## src/rtl/div_issue_queue_if.sv

```systemverilog
// Dispatch, CDB snoop, flush and issue signals shared by div_issue_queue and its neighbours.
interface div_issue_queue_if;
  logic       Dis_DivWrite;
  logic [4:0] Dis_RobTag;
  logic [5:0] Dis_RdPhyAddr;
  logic       Dis_RdWrite;
  logic [5:0] Dis_RsPhyAddr;
  logic       Dis_RsReady;
  logic [5:0] Dis_RtPhyAddr;
  logic       Dis_RtReady;
  logic       Cdb_Valid;
  logic       Cdb_RdWrite;
  logic [5:0] Cdb_RdPhyAddr;
  logic       Cdb_Flush;
  logic [4:0] Rob_TopPtr;
  logic [4:0] Cdb_RobDepth;
  logic       Div_ExeRdy;
  logic       DivQ_Full;
  logic       Iss_Div;
  logic [4:0] Iss_RobTag;
  logic [5:0] Iss_RdPhyAddr;
  logic       Iss_RdWrite;
  logic [5:0] Iss_RsPhyAddr;
  logic [5:0] Iss_RtPhyAddr;

  modport master (
    output Dis_DivWrite, Dis_RobTag, Dis_RdPhyAddr, Dis_RdWrite,
           Dis_RsPhyAddr, Dis_RsReady, Dis_RtPhyAddr, Dis_RtReady,
           Cdb_Valid, Cdb_RdWrite, Cdb_RdPhyAddr, Cdb_Flush,
           Rob_TopPtr, Cdb_RobDepth, Div_ExeRdy,
    input  DivQ_Full, Iss_Div, Iss_RobTag, Iss_RdPhyAddr, Iss_RdWrite,
           Iss_RsPhyAddr, Iss_RtPhyAddr
  );

  modport slave (
    input  Dis_DivWrite, Dis_RobTag, Dis_RdPhyAddr, Dis_RdWrite,
           Dis_RsPhyAddr, Dis_RsReady, Dis_RtPhyAddr, Dis_RtReady,
           Cdb_Valid, Cdb_RdWrite, Cdb_RdPhyAddr, Cdb_Flush,
           Rob_TopPtr, Cdb_RobDepth, Div_ExeRdy,
    output DivQ_Full, Iss_Div, Iss_RobTag, Iss_RdPhyAddr, Iss_RdWrite,
           Iss_RsPhyAddr, Iss_RtPhyAddr
  );
endinterface

```

## src/rtl/div_issue_queue.sv

```systemverilog
// Reservation queue for the non-pipelined divider: in-order allocate, oldest-ready issue,
// CDB wakeup snooping and branch-flush trimming of the young suffix.
module div_issue_queue #(
  parameter int unsigned DEPTH = 4,
  parameter int unsigned CNT_W = 3
) (
  input logic             Clk,
  input logic             Resetb,
  div_issue_queue_if.slave bus
);

  localparam int unsigned IDX_W = (DEPTH > 1) ? $clog2(DEPTH) : 1;

  typedef struct packed {
    logic [4:0] rob_tag;
    logic [5:0] rd;
    logic       rd_write;
    logic [5:0] rs;
    logic       rs_rdy;
    logic [5:0] rt;
    logic       rt_rdy;
  } entry_t;

  entry_t             r_q [DEPTH];
  logic [CNT_W-1:0]   r_count;
  logic               r_full;

  entry_t             w_woke [DEPTH];
  entry_t             w_q_n  [DEPTH];
  entry_t             w_new;
  logic [CNT_W-1:0]   w_count_n;
  logic [CNT_W-1:0]   w_kept;
  logic [CNT_W-1:0]   w_base;
  logic [IDX_W-1:0]   w_sel;
  logic               w_found;
  logic               w_iss;
  logic               w_disp;
  logic               w_hit;

  // Oldest entry whose operands were ready at the start of the cycle
  always_comb begin
    w_found = 1'b0;
    w_sel   = '0;
    for (int i = int'(DEPTH) - 1; i >= 0; i--) begin
      if ((CNT_W'(i) < r_count) && r_q[i].rs_rdy && r_q[i].rt_rdy) begin
        w_found = 1'b1;
        w_sel   = IDX_W'(i);
      end
    end
  end

  assign w_iss  = w_found & bus.Div_ExeRdy & ~bus.Cdb_Flush;
  assign w_disp = bus.Dis_DivWrite & ~r_full & ~bus.Cdb_Flush;
  assign w_hit  = bus.Cdb_Valid & bus.Cdb_RdWrite;

  assign bus.Iss_Div       = w_iss;
  assign bus.Iss_RobTag    = r_q[w_sel].rob_tag;
  assign bus.Iss_RdPhyAddr = r_q[w_sel].rd;
  assign bus.Iss_RdWrite   = r_q[w_sel].rd_write;
  assign bus.Iss_RsPhyAddr = r_q[w_sel].rs;
  assign bus.Iss_RtPhyAddr = r_q[w_sel].rt;
  assign bus.DivQ_Full     = r_full;

  // Wakeup of stored operands, incoming entry with same-cycle CDB bypass, and flush survivors
  always_comb begin
    w_new.rob_tag  = bus.Dis_RobTag;
    w_new.rd       = bus.Dis_RdPhyAddr;
    w_new.rd_write = bus.Dis_RdWrite;
    w_new.rs       = bus.Dis_RsPhyAddr;
    w_new.rs_rdy   = bus.Dis_RsReady | (w_hit && (bus.Dis_RsPhyAddr == bus.Cdb_RdPhyAddr));
    w_new.rt       = bus.Dis_RtPhyAddr;
    w_new.rt_rdy   = bus.Dis_RtReady | (w_hit && (bus.Dis_RtPhyAddr == bus.Cdb_RdPhyAddr));
    w_kept         = '0;
    for (int i = 0; i < int'(DEPTH); i++) begin
      w_woke[i] = r_q[i];
      if (w_hit && (r_q[i].rs == bus.Cdb_RdPhyAddr)) w_woke[i].rs_rdy = 1'b1;
      if (w_hit && (r_q[i].rt == bus.Cdb_RdPhyAddr)) w_woke[i].rt_rdy = 1'b1;
      if ((CNT_W'(i) < r_count) &&
          (5'(r_q[i].rob_tag - bus.Rob_TopPtr) < bus.Cdb_RobDepth))
        w_kept = w_kept + CNT_W'(1);
    end
  end

  // Compaction on issue, then append of the dispatched entry
  always_comb begin
    w_q_n     = w_woke;
    w_base    = r_count - CNT_W'(w_iss);
    w_count_n = r_count;
    if (bus.Cdb_Flush) begin
      w_count_n = w_kept;
    end else begin
      for (int i = 0; i < int'(DEPTH) - 1; i++) begin
        if (w_iss && (IDX_W'(i) >= w_sel)) w_q_n[i] = w_woke[i+1];
      end
      for (int i = 0; i < int'(DEPTH); i++) begin
        if (w_disp && (CNT_W'(i) == w_base)) w_q_n[i] = w_new;
      end
      w_count_n = w_base + CNT_W'(w_disp);
    end
  end

  always_ff @(posedge Clk or negedge Resetb) begin
    if (!Resetb) begin
      r_count <= '0;
      r_full  <= 1'b0;
      for (int i = 0; i < int'(DEPTH); i++) r_q[i] <= '0;
    end else begin
      r_q     <= w_q_n;
      r_count <= w_count_n;
      r_full  <= (w_count_n == CNT_W'(DEPTH));
    end
  end

endmodule

```

## src/flat_wrapper.sv

```systemverilog
// flat-port wrapper written by rule: the top's interface ports become plain ports
module div_issue_queue_flat 
#(
  parameter int unsigned DEPTH = 4,
  parameter int unsigned CNT_W = 3
)
  (Clk, Resetb, bus_Dis_DivWrite, bus_Dis_RobTag, bus_Dis_RdPhyAddr, bus_Dis_RdWrite, bus_Dis_RsPhyAddr, bus_Dis_RsReady, bus_Dis_RtPhyAddr, bus_Dis_RtReady, bus_Cdb_Valid, bus_Cdb_RdWrite, bus_Cdb_RdPhyAddr, bus_Cdb_Flush, bus_Rob_TopPtr, bus_Cdb_RobDepth, bus_Div_ExeRdy, bus_DivQ_Full, bus_Iss_Div, bus_Iss_RobTag, bus_Iss_RdPhyAddr, bus_Iss_RdWrite, bus_Iss_RsPhyAddr, bus_Iss_RtPhyAddr);
  div_issue_queue_if bus_i ();
  input logic Clk;
  input logic Resetb;
  input wire logic [$bits(bus_i.Dis_DivWrite)-1:0] bus_Dis_DivWrite;
  input wire logic [$bits(bus_i.Dis_RobTag)-1:0] bus_Dis_RobTag;
  input wire logic [$bits(bus_i.Dis_RdPhyAddr)-1:0] bus_Dis_RdPhyAddr;
  input wire logic [$bits(bus_i.Dis_RdWrite)-1:0] bus_Dis_RdWrite;
  input wire logic [$bits(bus_i.Dis_RsPhyAddr)-1:0] bus_Dis_RsPhyAddr;
  input wire logic [$bits(bus_i.Dis_RsReady)-1:0] bus_Dis_RsReady;
  input wire logic [$bits(bus_i.Dis_RtPhyAddr)-1:0] bus_Dis_RtPhyAddr;
  input wire logic [$bits(bus_i.Dis_RtReady)-1:0] bus_Dis_RtReady;
  input wire logic [$bits(bus_i.Cdb_Valid)-1:0] bus_Cdb_Valid;
  input wire logic [$bits(bus_i.Cdb_RdWrite)-1:0] bus_Cdb_RdWrite;
  input wire logic [$bits(bus_i.Cdb_RdPhyAddr)-1:0] bus_Cdb_RdPhyAddr;
  input wire logic [$bits(bus_i.Cdb_Flush)-1:0] bus_Cdb_Flush;
  input wire logic [$bits(bus_i.Rob_TopPtr)-1:0] bus_Rob_TopPtr;
  input wire logic [$bits(bus_i.Cdb_RobDepth)-1:0] bus_Cdb_RobDepth;
  input wire logic [$bits(bus_i.Div_ExeRdy)-1:0] bus_Div_ExeRdy;
  output wire logic [$bits(bus_i.DivQ_Full)-1:0] bus_DivQ_Full;
  output wire logic [$bits(bus_i.Iss_Div)-1:0] bus_Iss_Div;
  output wire logic [$bits(bus_i.Iss_RobTag)-1:0] bus_Iss_RobTag;
  output wire logic [$bits(bus_i.Iss_RdPhyAddr)-1:0] bus_Iss_RdPhyAddr;
  output wire logic [$bits(bus_i.Iss_RdWrite)-1:0] bus_Iss_RdWrite;
  output wire logic [$bits(bus_i.Iss_RsPhyAddr)-1:0] bus_Iss_RsPhyAddr;
  output wire logic [$bits(bus_i.Iss_RtPhyAddr)-1:0] bus_Iss_RtPhyAddr;
  assign bus_i.Dis_DivWrite = bus_Dis_DivWrite;
  assign bus_i.Dis_RobTag = bus_Dis_RobTag;
  assign bus_i.Dis_RdPhyAddr = bus_Dis_RdPhyAddr;
  assign bus_i.Dis_RdWrite = bus_Dis_RdWrite;
  assign bus_i.Dis_RsPhyAddr = bus_Dis_RsPhyAddr;
  assign bus_i.Dis_RsReady = bus_Dis_RsReady;
  assign bus_i.Dis_RtPhyAddr = bus_Dis_RtPhyAddr;
  assign bus_i.Dis_RtReady = bus_Dis_RtReady;
  assign bus_i.Cdb_Valid = bus_Cdb_Valid;
  assign bus_i.Cdb_RdWrite = bus_Cdb_RdWrite;
  assign bus_i.Cdb_RdPhyAddr = bus_Cdb_RdPhyAddr;
  assign bus_i.Cdb_Flush = bus_Cdb_Flush;
  assign bus_i.Rob_TopPtr = bus_Rob_TopPtr;
  assign bus_i.Cdb_RobDepth = bus_Cdb_RobDepth;
  assign bus_i.Div_ExeRdy = bus_Div_ExeRdy;
  assign bus_DivQ_Full = bus_i.DivQ_Full;
  assign bus_Iss_Div = bus_i.Iss_Div;
  assign bus_Iss_RobTag = bus_i.Iss_RobTag;
  assign bus_Iss_RdPhyAddr = bus_i.Iss_RdPhyAddr;
  assign bus_Iss_RdWrite = bus_i.Iss_RdWrite;
  assign bus_Iss_RsPhyAddr = bus_i.Iss_RsPhyAddr;
  assign bus_Iss_RtPhyAddr = bus_i.Iss_RtPhyAddr;
  div_issue_queue #(.DEPTH(DEPTH), .CNT_W(CNT_W)) u_core (.Clk(Clk), .Resetb(Resetb), .bus(bus_i));
endmodule
```

## config.mk

```make
export PLATFORM = sky130hd
export DESIGN_NAME = div_issue_queue_flat
export DESIGN_NICKNAME = d
export VERILOG_FILES = /design/src/rtl/div_issue_queue_if.sv /design/src/rtl/div_issue_queue.sv /design/src/flat_wrapper.sv
export SDC_FILE = /design/constraint.sdc
export NUM_CORES = 1
export LEC_CHECK = 0
export BUFFER_PORTS_ARGS = -buffer_cell sky130_fd_sc_hd__buf_2
export CORE_ASPECT_RATIO = 1.25
export CORE_MARGIN = 2
export CORE_UTILIZATION = 50
export CTS_CLUSTER_SIZE = 20
export DETAILED_ROUTE_END_ITERATION = 8
export PLACE_DENSITY = 0.76
export SLEW_MARGIN = 20
export SYNTH_ARGS = -nofsm -noshare
export SYNTH_HDL_FRONTEND = slang
export SYNTH_SLANG_ARGS = --single-unit
```

## constraint.sdc

```tcl
create_clock -name Clk -period 4.4 [get_ports Clk]
set_input_delay 0.88 -clock Clk [delete_from_list [all_inputs] [get_ports Clk]]
set_output_delay 0.88 -clock Clk [all_outputs]
set_load 0.05 [all_outputs]
```

* Word-level counts from Yosys, hierarchy flattened
Index checks and enable logic that the tools add are counted.
Widths: inputs -> output; s select.
** Storage, ports and cells
- Bits in registers :: 108
- Input bits :: 49
- Output and inout port bits :: 26
- Logic and storage cells :: 144
** Cells by class
- $add $sub $neg :: 9
- Order comparisons :: 12
- Equal/unequal tests :: 14
- Muxes and demuxes :: 32
- Bitwise logic cells :: 10
- Reductions and logical operators :: 37
** Operators by type and width (count)
- $mux 26 :: 9
- $mux 86 :: 1
- $eq 6x6->1 :: 10
- $bmux 26 s2 :: 1
- $logic_and 1x1->1 :: 29
- $lt 5x5->1 :: 4
- $sub 5x5->5 :: 4
- $mux 1 :: 13
- $mux 3 :: 4
- $mux 2 :: 4
- $reduce_and 2->1 :: 4
- $add 3x1->3 const B :: 2
- $eq 2x3->1 const A :: 2
- $lt 1x3->1 const A :: 2
- $lt 2x3->1 const A :: 2
- $reduce_bool 2->1 :: 3
- $and 1x1->1 :: 5
- $ge 1x2->1 const A :: 2
- $add 3x1->3 :: 1
- $eq 1x3->1 const A :: 1
- $eq 3x3->1 const B :: 1
- $ge 3x3->1 const B :: 1
- $logic_not 3->1 :: 1
- $not 2->3 :: 1
- 5 further kinds :: 7

* Depth between registers and ports, before layout
Gate-level depths: netlist of run 1.
- Word-level depth :: 14
- Depth in mapped cells :: 18
- Mapped depth without buffers :: 18

* Worst setup path before layout of run 1
No wires, ideal clock.
- Path kind :: input to register
- Start point :: input port bus_Rob_TopPtr[1]
- End point :: register u_core.r_full, in the netlist u_core.bus.DivQ_Full
- Setup time :: 0.105 ns
- Arrival time :: 3.847 ns
- Required time :: 4.295 ns
- Path slack :: 0.448 ns
- Stages on the path :: 17
- Path buffers :: 0
- Cells stage by stage :: inv_1 -> ha_1 -> a21o_1 -> a21oi_1 -> xnor2_1 -> ha_1 -> nor2b_1 -> o21ai_0 -> and2_1 -> ha_1 -> xnor2_1 -> inv_1 -> ha_1 -> o211ai_1 -> nand4_1 -> a31oi_1 -> nor4b_1
** Between the ends
- Word-level cells in the longest chain between the ends :: 12
- Elaborated cells on any way between the ends :: 21
- Those cells by class :: add/sub (7); order compare (4); eq/ne (1); mux (5); reduce/logical (4)
** RTL lines
- start, declared :: line flat_wrapper.sv:23 : input wire logic [$bits(bus_i.Rob_TopPtr)-1:0] bus_Rob_TopPtr;
- $sub 5x5->5 :: line div_issue_queue.sv:79 : (5'(r_q[i].rob_tag - bus.Rob_TopPtr) < bus.Cdb_RobDepth))
- $lt 5x5->1 :: line div_issue_queue.sv:79
- $logic_and 1x1->1 :: line div_issue_queue.sv:78 : if ((CNT_W'(i) < r_count) &&
- $mux 1 :: line div_issue_queue.sv:78
- $add 1x1->2 :: line div_issue_queue.sv:80 : w_kept = w_kept + CNT_W'(1);
- $mux 3 :: line div_issue_queue.sv:78
- $add 3x1->3 :: line div_issue_queue.sv:80
- $mux 3 :: line div_issue_queue.sv:78
- $add 3x1->3 :: line div_issue_queue.sv:80
- $mux 3 * :: line div_issue_queue.sv:78
- $mux 3 * :: line div_issue_queue.sv:89 : if (bus.Cdb_Flush) begin
- net u_core.w_count_n[2] :: line div_issue_queue.sv:31 : logic [CNT_W-1:0] w_count_n;
- $eq 3x3->1 * :: line div_issue_queue.sv:110 : r_full <= (w_count_n == CNT_W'(DEPTH));
- end signal, assigned :: line div_issue_queue.sv:110
- end, declared :: line div_issue_queue.sv:26 : logic r_full;
The timed path passes the listed nets; every way through them passes the cells marked *.
A chain may end at the register's enable or synchronous reset.

* Worst setup path after layout of run 1
- Start point :: input port bus_Rob_TopPtr[0]
- End point :: register u_core.r_full, in the netlist u_core.bus.DivQ_Full
Same word-level chain as after synthesis.

==> run metrics, run 1 <==
Req. time, crit path=4650 ps; Initial Util=0.5161; TritonCTS clock tree=built; clock group share of total power=0.121; gate count of the mapped netlist=792; CTS Root Cell=clkbuf_16; worst r2r src=u_core.r_q[73]$_DFFE_PN0P_; NetSw=3.146 mW; die span in y=140.6 um; flop2flop setup slack=690 ps; Worst Hold End=u_core.r_q[18]$_DFFE_PN0P_; GP Congestion=0.8816; Final Power=6.546 mW; Slowest-stage cell, CP=fa_1; antenna violation net count after detailed routing=0; most frequent CP cell=ha_1; Post-Route Skew=3.452 ps; total core area=14470 sq um; min cycle time layout=3933 ps; most frequent cell after synthesis=dfrtp_1; WP buf/inv=3; Initial DRC Count=309; Area contributors post-synth=dfrtp_1 36%, mux2i_1 10%, ha_1 6.9%; layout cells sized above 1=0.1596; peak supply drop=0.4612 mV; Place WS=112.3 ps; Post-synth top flop=dfrtp_1; post-CTS sizing=0; hold path startpoint=u_core.r_q[18]$_DFFE_PN0P_; Synth top area share=0.3619; Avg Synthesized Cell Area=9.428 sq um; vias in the first global route=5940; fin nets=935; clock sink total=108; number of CTS-inserted buffers=9; I/O pins=75; setup TNS=0 ps; placed insts=1008; antenna violations before repair=0; die area=15930 sq um; DR vias=5893; Setup WS post-layout=467.1 ps; max incr delay on CP=410 ps; Reg power frac=0.309; sw frac=0.4806; RSZ-0062 raised after global routing=no; worst min-delay path category=flip-flop to flip-flop; diode count=0; Worst Reg-to-Reg Cells=18; critical path class=primary input to flip-flop; Slew @ Worst Pin=1115 ps; clk_lat worst skew=350 ps; Pwr Density=793.4 nW/um^2; Pint=3.400 mW; arrival time worst endpoint=4180 ps; Post-Syn Nets=886; element type at the critical path end=flip-flop; GR Overflow Total=0; Core Rows=49; yosys warns=0; Non-Filler Instances=1024; WL final=18340 um; Worst Setup Start Kind=primary input; slew margin rel.=0.2548; synthesis-stage register bit count=108; Worst path top cell family by delay=adder cells; register area share after synthesis=0.3619; Synth top cells by count=108 x dfrtp_1, 89 x a21oi_1, 79 x nor2_1, 78 x mux2i_1, 68 x nand2_1; Synth area leader=dfrtp_1; synth unique cells=40; largest net degree at the start of global routing=53; setup violators final=0; worst hold stages=1; Clock Path Buffers=2; drt pass-1 iters=5; CP max FO=4; EDFF count, synth=0; Clock transition at path regs=70 ps; max-slew violation count=0; WL per Instance=17.91 um; # DRC=0; Die Wd=113.3 um; post-CTS setup buffers=0; synthesis-to-layout area growth=10.49%; H-Tree Depth=3; count of input and output buffers=74; Total GRT Usage=0.2376; status=complete, no violations; maxcap violations=0; first-pass GRT wire length=30140 um; vias per cell=5.755; R2R Path End=u_core.bus.DivQ_Full$_DFF_PN0_; HPWL after DPL=12860 um; crit-path cells=buf_2 -> ha_1 -> inv_1 -> fa_1 -> ha_1 -> a21o_1 -> a21oi_1 -> nor2b_1 -> o21ai_0 -> and2_1 -> ha_1 -> xnor2_1 -> inv_1 -> ha_1 -> o211ai_1 -> nand4_1 -> a31oi_1 -> nor4b_1; ys async rst share=1.000; crit share post-route=0.8938; final hold violation count=0; Lkg Pwr=3.761 nW; Max Freq=254.3 MHz; synthesized cell area=7467 sq um; number of hold buffers added after CTS=0; combinational share of power=0.570
[metal layers]
layer,track usage,part of all wire,wire length [um],vias to the layer above
li1,-,-,-,2881
met1,0.2984,0.43,7961,2852
met2,0.4233,0.51,9360,137
met3,0.03697,0.041,745,23
met4,0.06675,0.015,269,0
met5,0,0,0,-
[flip-flops by register name, summed over array words and instances (netlist names)]
name and cells:
u_core.r_q 104, u_core.bus.DivQ_Full 1, u_core.r_count 3
[logic make-up (layout without fill, tap and decap cells)]
| logic type | count (synthesis) | in the layout | synth area share |
|---|---|---|---|
| mux | 101 | 101 | 0.1392 |
| buf+inv | 70 | 124 | 0.04859 |
| compound gates | 185 | 185 | 0.1538 |
| flops | 108 | 108 | 0.3619 |
| xor+xnor | 79 | 79 | 0.09266 |
| fa+ha+maj | 45 | 45 | 0.07942 |
| simple gates | 204 | 204 | 0.1243 |
[power by group through the flow]
stage	Clock (mW)	Combinational, mW	Sequential (mW)
global placement	0	3.65	2.01
floorplan	0	2.99	1.87
finish	0.795	3.73	2.02
CTS	0.810	3.75	2.01
global route	0.852	4.13	2.08
detailed placement	0	3.73	2.03
[stage by stage]
step                      area (sq um)  hold WS, ps  utilization
after floorplan                   7467        502.4            -
after global placement            7965        517.1       0.5505
after detailed placement          7965        521.7       0.5505
after CTS                         8250        536.9       0.5702
after global routing              8250        556.6       0.5702
final                             8250        534.3       0.5702
[worst register-to-register path, cell delays in order (launching register included)]
cell      delay [ps]
dfrtp_1          380
inv_1             70
ha_1             180
inv_1             80
fa_1             410
ha_1             280
a21o_1           150
a21oi_1          140
nor2b_1           60
o21ai_0          190
and2_1           190
ha_1             270
xnor2_1          250
inv_1             80
ha_1             200
o211ai_1         100
nand4_1          130
a31oi_1          200
nor4b_1          240
[worst max-delay path by stage]
stage / start / endpoint / slack, ps / depth (start not counted)
after global routing: bus_Rob_TopPtr[1] / u_core.bus.DivQ_Full$_DFF_PN0_ / 110 / 18
final: bus_Rob_TopPtr[0] / u_core.bus.DivQ_Full$_DFF_PN0_ / 470 / 18
after floorplan: bus_Rob_TopPtr[1] / u_core.bus.DivQ_Full$_DFF_PN0_ / 450 / 17
after detailed placement: bus_Rob_TopPtr[0] / u_core.bus.DivQ_Full$_DFF_PN0_ / 110 / 18
after CTS: bus_Rob_TopPtr[0] / u_core.bus.DivQ_Full$_DFF_PN0_ / 480 / 18
after global placement: bus_Rob_TopPtr[0] / u_core.bus.DivQ_Full$_DFF_PN0_ / 170 / 18
[cell usage in the layout, fill, tap and decap left out, drive strengths merged, types with 5 or more instances in the layout]
cell type	instances
a21o	13
buf	87
xor2	34
clkbuf	11
a211oi	25
mux2i	78
nor4	10
nor2	81
nand3	5
mux2	23
inv	21
a31oi	29
a41oi	10
ha	41
o21ai	10
and2	26
dfrtp	108
nand2	68
a21oi	89
xnor2	45
[cell type report]
class / count / area, sq um
timing repair buffer: 87 / 533.0
inverter: 21 / 78.83
multi-input combinational: 614 / 4428
tap: 178 / 222.7
fill: 1323 / 6218
clock buffer: 11 / 232.7
clock inverter: 5 / 52.55
sequential: 108 / 2703
Note: power is estimated with default switching activity, not from simulation.
==> inputs of run 2 (changes only) <==
--- a/config.mk
+++ b/config.mk
@@ -11,7 +11,7 @@
 export CORE_UTILIZATION = 50
 export CTS_CLUSTER_SIZE = 20
 export DETAILED_ROUTE_END_ITERATION = 8
-export PLACE_DENSITY = 0.76
+export PLACE_DENSITY = 0.69
 export SLEW_MARGIN = 20
 export SYNTH_ARGS = -nofsm -noshare
 export SYNTH_HDL_FRONTEND = slang
==> constraint.sdc (replaced) <==
create_clock -name Clk -period 4.4 [get_ports Clk]
set_input_delay 0.44 -clock Clk [delete_from_list [all_inputs] [get_ports Clk]]
set_output_delay 0.44 -clock Clk [all_outputs]
set_load 0.05 [all_outputs]
==> run metrics, run 2 (same netlist as run 1, synthesis figures left out) <==
status=complete, no violations (unchanged); Total GRT Usage=0.2452 (was 0.2376); Met3 Routed Length=842 um (was 745 um); Max Freq=263.7 MHz (was 254.3 MHz); crit-path cells=inv_1 -> ha_1 -> inv_1 -> fa_1 -> a21o_1 -> a21oi_1 -> xnor2_1 -> ha_1 -> o21ai_0 -> and2_1 -> ha_1 -> xnor2_1 -> inv_1 -> ha_1 -> o211ai_1 -> nand4_1 -> a31oi_1 -> nor4b_1 (was buf_2 -> ha_1 -> inv_1 -> fa_1 -> ha_1 -> a21o_1 -> a21oi_1 -> nor2b_1 -> o21ai_0 -> and2_1 -> ha_1 -> xnor2_1 -> inv_1 -> ha_1 -> o211ai_1 -> nand4_1 -> a31oi_1 -> nor4b_1); flop2flop setup slack=610 ps (was 690 ps); arrival time worst endpoint=4040 ps (was 4180 ps); max reg flops=104 (unchanged); crit share post-route=0.8620 (was 0.8938); Initial DRC Count=380 (was 309); synthesis-to-layout area growth=11.03% (was 10.49%); fin nets=936 (was 935); CTS Root Cell=clkbuf_16 (unchanged); Non-Filler Instances=1025 (was 1024); post-CTS sizing=0 (unchanged); Slew @ Worst Pin=731.6 ps (was 1115 ps); fin util=0.5730 (was 0.5702); RSZ-0062 raised after global routing=no (unchanged); vias in the first global route=6035 (was 5940); count of input and output buffers=74 (unchanged); Pwr Density=807.8 nW/um^2 (was 793.4 nW/um^2); GP Congestion=0.9341 (was 0.8816); die area=15930 sq um (unchanged); peak supply drop=0.5026 mV (was 0.4612 mV); Place WS=317.9 ps (was 112.3 ps); GR Overflow Total=0 (unchanged); post-CTS setup buffers=0 (unchanged); total core area=14470 sq um (unchanged); placed insts=1008 (unchanged); clk_lat worst skew=350 ps (about the same); most frequent CP cell=ha_1 (unchanged); die span in y=140.6 um (unchanged); uppermost layer routed=met4 (unchanged); element type at the critical path end=flip-flop (unchanged); vias per cell=5.900 (was 5.755); DR vias=6048 (was 5893); diode count=0 (unchanged); Req. time, crit path=4650 ps (about the same); layout cells sized above 1=0.1629 (was 0.1596); most frequent cells in the layout=108 x dfrtp_1, 89 x a21oi_1, 79 x nor2_1 (unchanged); Worst path top cell family by delay=adder cells (unchanged); Clock Path Buffers=2 (unchanged); setup TNS=0 ps (unchanged); TritonCTS clock tree=built (unchanged); WL met2=9815 um (was 9360 um); WP buf/inv=3 (unchanged); antenna violation net count after detailed routing=0 (unchanged); I/O pins=75 (unchanged); min cycle time layout=3793 ps (was 3933 ps); Biggest register=u_core.r_q (unchanged); CP max FO=4 (unchanged); number of CTS-inserted buffers=9 (unchanged); Slowest-stage cell, CP=dfrtp_1 (was fa_1); Worst Reg-to-Reg Cells=18 (unchanged); number of hold buffers added after CTS=0 (unchanged); first-pass GRT wire length=30980 um (was 30140 um); Die Wd=113.3 um (unchanged); Setup WS post-layout=607.4 ps (was 467.1 ps); # DRC=0 (unchanged); worst r2r src=u_core.r_q[73]$_DFFE_PN0P_ (unchanged); final hold violation count=0 (unchanged); slew margin rel.=0.5111 (was 0.2548); HPWL after DPL=13350 um (was 12860 um); critical path class=flip-flop to flip-flop (was primary input to flip-flop); Worst Setup Start Kind=flip-flop (was primary input); maxcap violations=0 (unchanged); setup violators final=0 (unchanged); largest net degree at the start of global routing=79 (was 53); drt pass-1 iters=6 (was 5); antenna violations before repair=1 (was 0); Initial Util=0.5161 (unchanged); WL final=19100 um (was 18340 um); most common cell after layout, fill and taps aside=dfrtp_1 (unchanged); max incr delay on CP=410 ps (about the same); R2R Path End=u_core.bus.DivQ_Full$_DFF_PN0_ (unchanged); clock sink total=108 (unchanged); max-slew violation count=0 (unchanged); worst min-delay path category=primary input to asynchronous set/reset pin (was flip-flop to flip-flop); Post-Route Skew=9.025 ps (was 3.452 ps); Core Rows=49 (unchanged); DRT met1 WL=8053 um (was 7961 um); WL per Instance=18.63 um (was 17.91 um); Lkg Pwr=3.786 nW (was 3.761 nW); Clock transition at path regs=80 ps (was 70 ps); H-Tree Depth=3 (unchanged)
## run 2: cell count changes in the layout (fill, tap and decap cells not counted), sizes merged
cell,previous run,this run
clkinvlp,1,0
clkbuf,11,9
inv,21,24
buf,87,88
bufinv,1,2
clkinv,3,2
## run 2: how the worst max path moves through the flow
stage / startpoint / end / cells after the start
3_3_place_gp: bus_Rob_TopPtr[1] / u_core.bus.DivQ_Full$_DFF_PN0_ / 18
3_5_place_dp: bus_Rob_TopPtr[1] / u_core.bus.DivQ_Full$_DFF_PN0_ / 18
2_1_floorplan: bus_Rob_TopPtr[1] / u_core.bus.DivQ_Full$_DFF_PN0_ / 17
6_report: u_core.r_q[73]$_DFFE_PN0P_ / u_core.bus.DivQ_Full$_DFF_PN0_ / 18
4_1_cts: u_core.r_q[73]$_DFFE_PN0P_ / u_core.bus.DivQ_Full$_DFF_PN0_ / 18
5_1_grt: u_core.r_q[47]$_DFFE_PN0P_ / u_core.bus.DivQ_Full$_DFF_PN0_ / 18
## run 2: report_power, final
group	total [mW]	leakage [nW]	internal, mW	switching [mW]
Combinational	3.77	2.33	1.48	2.30
Clock	0.894	0.163	0.509	0.384
Sequential	2.03	1.29	1.49	0.544
## run 2: metrics by stage
stage	hold slack, ps	area, sq um	power, mW
4_1_cts	301.9	8259	6.714
5_1_grt	183.2	8290	7.168
3_3_place_gp	518.1	7928	5.648
6_report	126.9	8290	6.697
2_1_floorplan	144.4	7467	4.855
3_5_place_dp	522.8	7928	5.793
## run 2: routing by layer
layer | GRT usage | vias to the layer above
met5 | 0 | -
met4 | 0.08408 | 0
met3 | 0.02923 | 26
met2 | 0.4393 | 174
met1 | 0.3049 | 2959
li1 | - | 2889
## run 2: worst register-to-register path, delay by kind of cell (launching register included)
family | cells | cell delay [ps]
fa+ha+maj | 5 | 1340
compound gates | 5 | 790
simple gates | 3 | 550
flops | 1 | 410
xor+xnor | 2 | 370
buf+inv | 3 | 240
## run 2: area by class of cell
class	count	area, sq um
clock buffer	9	225.2
clock inverter	7	106.4
multi-input combinational	614	4428
tap	178	222.7
inverter	21	78.83
fill	1249	6178
timing repair buffer	88	526.8
sequential	108	2703
==> inputs of run 3 (changes only) <==
--- a/config.mk
+++ b/config.mk
@@ -8,10 +8,9 @@
 export BUFFER_PORTS_ARGS = -buffer_cell sky130_fd_sc_hd__buf_2
 export CORE_ASPECT_RATIO = 1.25
 export CORE_MARGIN = 2
-export CORE_UTILIZATION = 50
+export CORE_UTILIZATION = 35
 export CTS_CLUSTER_SIZE = 20
 export DETAILED_ROUTE_END_ITERATION = 8
-export PLACE_DENSITY = 0.69
 export SLEW_MARGIN = 20
 export SYNTH_ARGS = -nofsm -noshare
 export SYNTH_HDL_FRONTEND = slang
==> run metrics, run 3 (same netlist as run 1, synthesis figures left out) <==
WL per Instance=17.51 um (was 18.63 um); antenna violations before repair=0 (was 1); slew margin rel.=0.3069 (was 0.5111); GP Congestion=0.8098 (was 0.9341); TritonCTS clock tree=built (unchanged); clk_lat worst skew=360 ps (was 350 ps); clock sink total=108 (unchanged); diode count=0 (unchanged); peak supply drop=0.4648 mV (was 0.5026 mV); Biggest register=u_core.r_q (unchanged); CP max FO=4 (unchanged); synthesis-to-layout area growth=11.88% (was 11.03%); setup TNS=0 ps (unchanged); number of CTS-inserted buffers=9 (unchanged); status=complete, no violations (unchanged); layout cells sized above 1=0.1606 (was 0.1629); min cycle time layout=3682 ps (was 3793 ps); element type at the critical path end=flip-flop (unchanged); antenna violation net count after detailed routing=0 (unchanged); Pwr Density=785.0 nW/um^2 (was 807.8 nW/um^2); max reg flops=104 (unchanged); vias per cell=5.257 (was 5.900); # DRC=0 (unchanged); most frequent cells in the layout=108 x dfrtp_1, 89 x a21oi_1, 79 x nor2_1 (unchanged); I/O pins=75 (unchanged); Worst Setup Start Kind=flip-flop (unchanged); Post-Route Skew=10.71 ps (was 9.025 ps); GR Util met1=0.2494 (was 0.3049); die area=22530 sq um (was 15930 sq um); GR Overflow Total=0 (unchanged); placed insts=1104 (was 1008); largest net degree at the start of global routing=73 (was 79); Initial Util=0.3574 (was 0.5161); WL final=19620 um (was 19100 um); Total GRT Usage=0.1796 (was 0.2452); vias in the first global route=5729 (was 6035); post-CTS setup buffers=0 (unchanged); die span in y=167.3 um (was 140.6 um); post-CTS sizing=0 (unchanged); Initial DRC Count=362 (was 380); max-slew violation count=0 (unchanged); M3 GR Usage=0.02301 (was 0.02923); drt pass-1 iters=5 (was 6); Non-Filler Instances=1121 (was 1025); DR vias=5893 (was 6048); Clock Path Buffers=2 (unchanged); Core Rows=59 (was 49); Lkg Pwr=3.747 nW (was 3.786 nW); Worst Setup SP=u_core.r_q[73]$_DFFE_PN0P_ (unchanged); arrival time worst endpoint=3940 ps (was 4040 ps); maxcap violations=0 (unchanged); crit share post-route=0.8367 (was 0.8620); Die Wd=134.6 um (was 113.3 um); count of input and output buffers=74 (unchanged); Place WS=403.2 ps (was 317.9 ps); HPWL after DPL=13530 um (was 13350 um); critical path class=flip-flop to flip-flop (unchanged); met2 usage=0.2968 (was 0.4393); worst min-delay path category=primary input to asynchronous set/reset pin (unchanged); setup violators final=0 (unchanged); Setup WS post-layout=718.4 ps (was 607.4 ps); worst r2r src=u_core.r_q[73]$_DFFE_PN0P_ (unchanged); Worst Setup EP=u_core.bus.DivQ_Full$_DFF_PN0_ (unchanged); Slew @ Worst Pin=1040 ps (was 731.6 ps); R2R Path End=u_core.bus.DivQ_Full$_DFF_PN0_ (unchanged); first-pass GRT wire length=31970 um (was 30980 um); RSZ-0062 raised after global routing=no (unchanged); Clock transition at path regs=70 ps (was 80 ps); flop2flop setup slack=720 ps (was 610 ps); CTS Root Cell=clkbuf_16 (unchanged); final hold violation count=0 (unchanged); fin nets=936 (unchanged); most common cell after layout, fill and taps aside=dfrtp_1 (unchanged); total core area=20890 sq um (was 14470 sq um); H-Tree Depth=3 (unchanged); Req. time, crit path=4660 ps (was 4650 ps); Max Freq=271.6 MHz (was 263.7 MHz); Worst Reg-to-Reg Cells=18 (unchanged); number of hold buffers added after CTS=0 (unchanged); fin util=0.3999 (was 0.5730); Final Power=6.558 mW (was 6.697 mW); GRT Max-Usage Layer=met2 (unchanged)
==> run 3: metal layers <==
layer  routed length, um  part of all wire
met3                 797             0.041
met2                9663              0.49
met4                 276             0.014
met5                   0                 0
met1                8887              0.45
==> run 3: metrics by stage <==
stage | hold slack, ps | cell area [sq um]
after floorplan | 144.4 | 7467
after global placement | 515.1 | 8048
after detailed placement | 522.5 | 8048
after CTS | 259.2 | 8327
after global routing | 303.6 | 8354
final | 210.9 | 8354
==> run 3: power breakdown <==
group / internal [mW] / total [mW] / switching, mW
sequential: 1.49 / 2.02 / 0.536
clock: 0.404 / 0.791 / 0.387
combinational: 1.47 / 3.75 / 2.27
total: 3.36 / 6.56 / 3.20
==> run 3: worst min-delay path by stage <==
stage	startpoint	endpoint
floorplan	Resetb	u_core.bus.DivQ_Full$_DFF_PN0_
global placement	u_core.r_q[19]$_DFFE_PN0P_	u_core.r_q[19]$_DFFE_PN0P_
detailed placement	u_core.r_q[16]$_DFFE_PN0P_	u_core.r_q[16]$_DFFE_PN0P_
CTS	Resetb	u_core.r_q[81]$_DFFE_PN0P_
global route	Resetb	u_core.r_q[81]$_DFFE_PN0P_
finish	Resetb	u_core.r_q[3]$_DFFE_PN0P_
==> run 3: final cells by class <==
type / count / area [sq um]
repair buffers: 88 / 523.0
fillers: 2114 / 12540
well taps: 274 / 342.8
multi-input cells: 614 / 4428
clock buffers: 12 / 246.5
flip-flops and latches: 108 / 2703
clock inverters: 4 / 32.53
inverters: 21 / 78.83
==> run 3: critical path, cell delays in order (launching register included) <==
cell and delay [ps]:
dfrtp_1 390, inv_1 70, ha_1 170, inv_1 80, fa_1 420, ha_1 280, a21o_1 150, a21oi_1 130
nor2b_1 60, o21ai_0 210, and2_1 190, ha_1 270, xnor2_1 240, inv_1 70, ha_1 190, o211ai_1 100
nand4_1 120, a31oi_1 200, nor4b_1 230
